$ cat src/rtl/mod53_pkg.sv
// Shared constants, types and residue helpers for the mod-53 Horner sequencer.
package mod53_pkg;

  localparam int unsigned MOD   = 53;
  localparam int unsigned W     = 6;
  localparam int unsigned CONST = 28;
  localparam int unsigned CNT_W = 5;

  typedef logic [W-1:0] residue_t;

  typedef enum logic [1:0] {IDLE, LOAD, DONE} state_e;

  // Inputs 0..63 fold into 0..52 with one subtract (63-53 < 53).
  function automatic residue_t mod_reduce6(input residue_t x);
    return (x >= W'(MOD)) ? residue_t'(x - W'(MOD)) : x;
  endfunction

  function automatic residue_t mod_add(input residue_t a, input residue_t b);
    logic [W:0] s;
    s = {1'b0, a} + {1'b0, b};
    if (s >= (W+1)'(MOD)) s = s - (W+1)'(MOD);
    return s[W-1:0];
  endfunction

endpackage

$ cat src/rtl/mod53_horner_seq_if.sv
// Coefficient-in and result-out valid/ready channels of the Horner sequencer.
interface mod53_horner_seq_if;
  import mod53_pkg::*;

  logic     coef_valid;
  residue_t coef_data;
  logic     coef_ready;
  logic     res_valid;
  residue_t res_data;
  logic     res_ready;

  modport master (
    output coef_valid, coef_data, res_ready,
    input  coef_ready, res_valid, res_data
  );

  modport slave (
    input  coef_valid, coef_data, res_ready,
    output coef_ready, res_valid, res_data
  );

endinterface

$ cat src/rtl/mod53_mul_const.sv
// Combinational residue * CONST mod MOD, built as a 64-entry table on the 6-bit input.
module mod53_mul_const
  import mod53_pkg::*;
(
  input  residue_t a_i,
  output residue_t p_o
);

  residue_t lut [2**W];

  // Entries above MOD-1 are unreachable from the accumulator but kept defined.
  for (genvar gi = 0; gi < 2**W; gi++) begin : g_lut
    localparam int unsigned PROD = (gi * CONST) % MOD;
    assign lut[gi] = W'(PROD);
  end

  assign p_o = lut[a_i];

endmodule

$ cat src/rtl/mod53_horner_seq.sv
// Horner evaluator over GF(53) at CONST: acc = acc*CONST + a_k per accepted coefficient.
module mod53_horner_seq
  import mod53_pkg::*;
(
  input  logic               clk,
  input  logic               rst_n,
  input  logic               start,
  input  logic [CNT_W-1:0]   num_terms,
  mod53_horner_seq_if.slave  bus,
  output logic               busy
);

  state_e             state_q, state_d;
  residue_t           acc_q, acc_d;
  logic [CNT_W-1:0]   cnt_q, cnt_d;
  residue_t           mul_p;

  mod53_mul_const u_mul (
    .a_i (acc_q),
    .p_o (mul_p)
  );

  always_ff @(posedge clk or negedge rst_n) begin
    if (!rst_n) begin
      state_q <= IDLE;
      acc_q   <= '0;
      cnt_q   <= '0;
    end else begin
      state_q <= state_d;
      acc_q   <= acc_d;
      cnt_q   <= cnt_d;
    end
  end

  always_comb begin
    state_d = state_q;
    acc_d   = acc_q;
    cnt_d   = cnt_q;
    case (state_q)
      IDLE: begin
        if (start) begin
          acc_d = '0;
          if (num_terms != '0) begin
            cnt_d   = num_terms;
            state_d = LOAD;
          end else begin
            state_d = DONE;
          end
        end
      end
      LOAD: begin
        // coef_ready is high throughout LOAD, so coef_valid alone marks a beat.
        if (bus.coef_valid) begin
          acc_d = mod_add(mul_p, mod_reduce6(bus.coef_data));
          cnt_d = cnt_q - 1'b1;
          if (cnt_q == CNT_W'(1)) state_d = DONE;
        end
      end
      DONE: begin
        if (bus.res_ready) state_d = IDLE;
      end
      default: state_d = IDLE;
    endcase
  end

  assign bus.coef_ready = (state_q == LOAD);
  assign bus.res_valid  = (state_q == DONE);
  assign bus.res_data   = (state_q == DONE) ? acc_q : '0;
  assign busy           = (state_q != IDLE);

endmodule

$ cat src/flat_wrapper.sv
// flat-port wrapper written by rule: the top's interface ports become plain ports
module mod53_horner_seq_flat import mod53_pkg::*;
  (clk, rst_n, start, num_terms, busy, bus_coef_valid, bus_coef_data, bus_res_ready, bus_coef_ready, bus_res_valid, bus_res_data);
  mod53_horner_seq_if bus_i ();
  input  logic clk;
  input  logic rst_n;
  input  logic start;
  input  logic [CNT_W-1:0] num_terms;
  output logic busy;
  input wire logic [$bits(bus_i.coef_valid)-1:0] bus_coef_valid;
  input wire logic [$bits(bus_i.coef_data)-1:0] bus_coef_data;
  input wire logic [$bits(bus_i.res_ready)-1:0] bus_res_ready;
  output wire logic [$bits(bus_i.coef_ready)-1:0] bus_coef_ready;
  output wire logic [$bits(bus_i.res_valid)-1:0] bus_res_valid;
  output wire logic [$bits(bus_i.res_data)-1:0] bus_res_data;
  assign bus_i.coef_valid = bus_coef_valid;
  assign bus_i.coef_data = bus_coef_data;
  assign bus_i.res_ready = bus_res_ready;
  assign bus_coef_ready = bus_i.coef_ready;
  assign bus_res_valid = bus_i.res_valid;
  assign bus_res_data = bus_i.res_data;
  mod53_horner_seq u_core (.clk(clk), .rst_n(rst_n), .start(start), .num_terms(num_terms), .bus(bus_i), .busy(busy));
endmodule
$ cat config.mk
export PLATFORM = sky130hd
export DESIGN_NAME = mod53_horner_seq_flat
export DESIGN_NICKNAME = d
export VERILOG_FILES = /design/src/rtl/mod53_pkg.sv /design/src/rtl/mod53_horner_seq_if.sv /design/src/rtl/mod53_mul_const.sv /design/src/rtl/mod53_horner_seq.sv /design/src/flat_wrapper.sv
export SDC_FILE = /design/constraint.sdc
export NUM_CORES = 1
export LEC_CHECK = 0
export CAP_MARGIN = 40
export CELL_PAD_IN_SITES_DETAIL_PLACEMENT = 1
export CELL_PAD_IN_SITES_GLOBAL_PLACEMENT = 2
export CORE_MARGIN = 3
export CORE_UTILIZATION = 32
export DETAILED_ROUTE_END_ITERATION = 8
export PLACE_DENSITY_LB_ADDON = 0.05
export SLEW_MARGIN = 15
export SYNTH_ARGS = -nofsm -noshare
export SYNTH_HDL_FRONTEND = slang
export SYNTH_SLANG_ARGS = --single-unit
$ cat constraint.sdc
create_clock -name clk -period 4.65 [get_ports clk]
set_input_delay 0.465 -clock clk [delete_from_list [all_inputs] [get_ports clk]]
set_output_delay 0.465 -clock clk [all_outputs]
set_load 0.1 [all_outputs]
==> flow_summary_export.csv <==
group,metric,value,unit
layout,finalNetCount,341,
global_route,grt_pass1_wl,10.81,mm
timing,timing.final.crit_share,0.8243,
routing,vias,2037,
global_route,grtUsageTotal,0.1816,
placed_design,dpl.cell_count,372,
cts,hold_buffers,0,
setup_path,cp-end-kind,"flop",
layout,syn_to_final_growth,26.42,%
die,die_h,84.75,um
synth,synth_area_per_cell,7.377,um2
cts,clock-sinks,13,
die,die_x,84.75,um
setup_path,critPathLaunchType,"input pin",
timing,rsz0062_at_grt,"false",
global_route,first_global_vias,2144,
layout,fin_cells,376,
timing,worst_slew_pin_slew,742.1,ps
synth,netlist.area_leader.share,0.1639,
synth,synth_async_sr_flop_share,1.000,
cts,cts_buffers,3,
synth,synth_seq_area_share,0.1639,
timing,fin_setup_tns,0,ps
timing,hold_viol_final,0,
cts,cts_tree,"done",
synth,ys_types,55,
setup_path,crit_arrival,3960,ps
timing,fin_skew,3.855,ps
run,drv_cap,0,
routing,antenna_left,0,
timing,slew_headroom,0.5042,
placed_design,hpwlAfterDp,4.842,mm
cts,cts_resized,0,
synth,synth_cells,269,
cts,h-tree-depth,1,
synth,synth_ff_type,"dfrtp_1",
synth,synth.largest_area_cell,"dfrtp_1",
synth,yosys.cell_count.top_type,"nand2_1",
cts,clock_latency,240,ps
timing,fmax,260.9,MHz
die,initial_core_util,0.3332,
routing,routedWlPerCell,16.30,um
layout,drive_above_1_share,0.09967,
die,core.rowCount,28,
setup_path,critPathKind,"input pin to flop",
synth,synthTopCellsByArea,"dfrtp_1, ha_1, o21ai_0, nand2_1, a21oi_1",
global_route,grt_max_degree,19,
synth,netlist_top_cells_count,"nand2_1, o21ai_0, nor2_1, ha_1, a21oi_1",
synth,synth_fp_nets,308,
setup_path,reg2reg_depth,12,
synth,synth-seq-cells,13,
die,core_area,5956,um2
routing,totalWireLength,6.129,mm
outcome,status,"finished, final reports clean",
cts,cts.reportedPaths.clkPinSlew,60,ps
die,boundaryPins,25,
routing,via_per_inst,5.418,
placed_design,gp_congestion,0.7875,
global_route,grt_overflow,0,
setup_path,critPathRequiredTime,4780,ps
cts,ctsLongestPathBuffers,2,
synth,yosysWarnings,0,
hold_path,worstHoldPathCells,1,
timing,setup_viol,0,
cts,post-cts-setup-buffers,0,
routing,drc_errors,0,
placed_design,io_buffers,24,
cts,clock-root-buffer,"clkbuf_8",
die,dieArea,7183,um2
timing,min_period,3833,ps
synth,syn-cell-area,1984,um2
routing,dr.first_iter.drc_count,78,
global_route,antenna_found_initial,0,
layout,diodes,0,
timing,slew_viol_final,0,
hold_path,min_path_type,"flop to flop",
setup_path,cp_max_fo,5,
routing,drtPass1Iterations,4,
synth,synth-edff-count,0,
[per-layer routing]
metal,vias to the layer above,wire (um),part of all wire,global-route usage
li1,1030,-,-,-
met1,980,3186,0.52,0.2634
met2,25,2740,0.45,0.2940
met3,2,194,0.032,0.03533
met4,0,8,0.0013,0.008633
met5,-,0,0,0
[area by class of cell]
type                            instances  area [um2]
Timing Repair Buffer                   41       435.4
Fill cell                             745        3447
Clock buffer                            4       45.04
Sequential cell                        13       325.3
Inverter                               18       67.56
Tap cell                               75       93.84
Multi-Input combinational cell        225        1541
[cells by family after synthesis]
logic type / after synthesis / synth area share
AO/OA/AOI/OAI: 91 / 0.3090
XOR/XNOR: 7 / 0.03468
adder cells (fa/ha/maj): 24 / 0.1538
buffers and inverters: 31 / 0.05927
flip-flops: 13 / 0.1639
multiplexers: 6 / 0.04287
AND/OR/NAND/NOR: 97 / 0.2364
[cells in the final DEF, fill, tap and decap left out, types with 2 or more instances in the layout]
master | Yosys | layout
nand4_1 | 2 | 2
nor3_1 | 4 | 4
clkinv_1 | 2 | 2
a21oi_1 | 20 | 20
or2_1 | 2 | 2
o21a_1 | 2 | 2
mux4_2 | 2 | 2
clkbuf_8 | 0 | 3
inv_1 | 16 | 16
o21ai_0 | 24 | 24
mux2i_1 | 4 | 4
dfrtp_1 | 13 | 13
nor4_1 | 2 | 2
buf_4 | 0 | 8
or2_2 | 2 | 2
a32oi_1 | 2 | 2
clkdlybuf4s50_1 | 0 | 24
xnor2_1 | 5 | 5
nor2_1 | 23 | 23
nand2b_1 | 4 | 4
a21o_1 | 2 | 2
a31oi_1 | 4 | 4
nand2_1 | 31 | 31
ha_1 | 22 | 22
nor2b_1 | 7 | 7
buf_8 | 0 | 9
or3_1 | 2 | 2
o22ai_1 | 4 | 4
o21ai_1 | 4 | 4
nand3_1 | 5 | 5
o211ai_1 | 7 | 7
and2_1 | 7 | 7
o22a_1 | 6 | 6
o31ai_1 | 3 | 3
[final timing paths]
| path | start | to | slack, ps |
|---|---|---|---|
| setup / recovery | bus_coef_data[0] | u_core.acc_q[1] | 820 |
| hold / removal | u_core.cnt_q[4] | u_core.cnt_q[4] | 520 |
| setup reg to reg | u_core.acc_q[1] | u_core.acc_q[1] | 840 |
| hold reg to reg | u_core.cnt_q[4] | u_core.cnt_q[4] | 520 |
| max in group asynchronous | rst_n | u_core.cnt_q[0] | 3640 |
| min in group asynchronous | rst_n | u_core.cnt_q[4] | 610 |
[through the flow]
| stage | area [um2] | util | hold slack (ps) | setup WS [ps] |
|---|---|---|---|---|
| 3_3_place_gp | 2328 | 0.3910 | 494.5 | 673.9 |
| 6_report | 2509 | 0.4212 | 518.0 | 817.0 |
| 3_5_place_dp | 2464 | 0.4137 | 508.5 | 569.5 |
| 5_1_grt | 2509 | 0.4212 | 545.0 | 506.1 |
| 2_1_floorplan | 1984 | - | 169.4 | 973.5 |
| 4_1_cts | 2509 | 0.4212 | 521.6 | 805.6 |
[state kept, by name, summed over array words and instances, names as in the netlist]
signal / flops
u_core.cnt_q: 5
u_core.acc_q: 6
u_core.state_q: 2
[critical path: stages]
cell	delay, ps
clkdlybuf4s50_1	500
inv_1	80
ha_1	190
inv_1	80
o21ai_0	80
a21oi_1	380
xnor2_1	190
ha_1	210
inv_1	60
fa_1	530
ha_1	230
nor3b_1	190
o22ai_1	150
a31oi_4	300
nand2_1	90
a32o_1	250
Power is left out: the tool's default activity adds up to more than one toggle a clock period on the data nets, which glitch-free logic cannot reach.
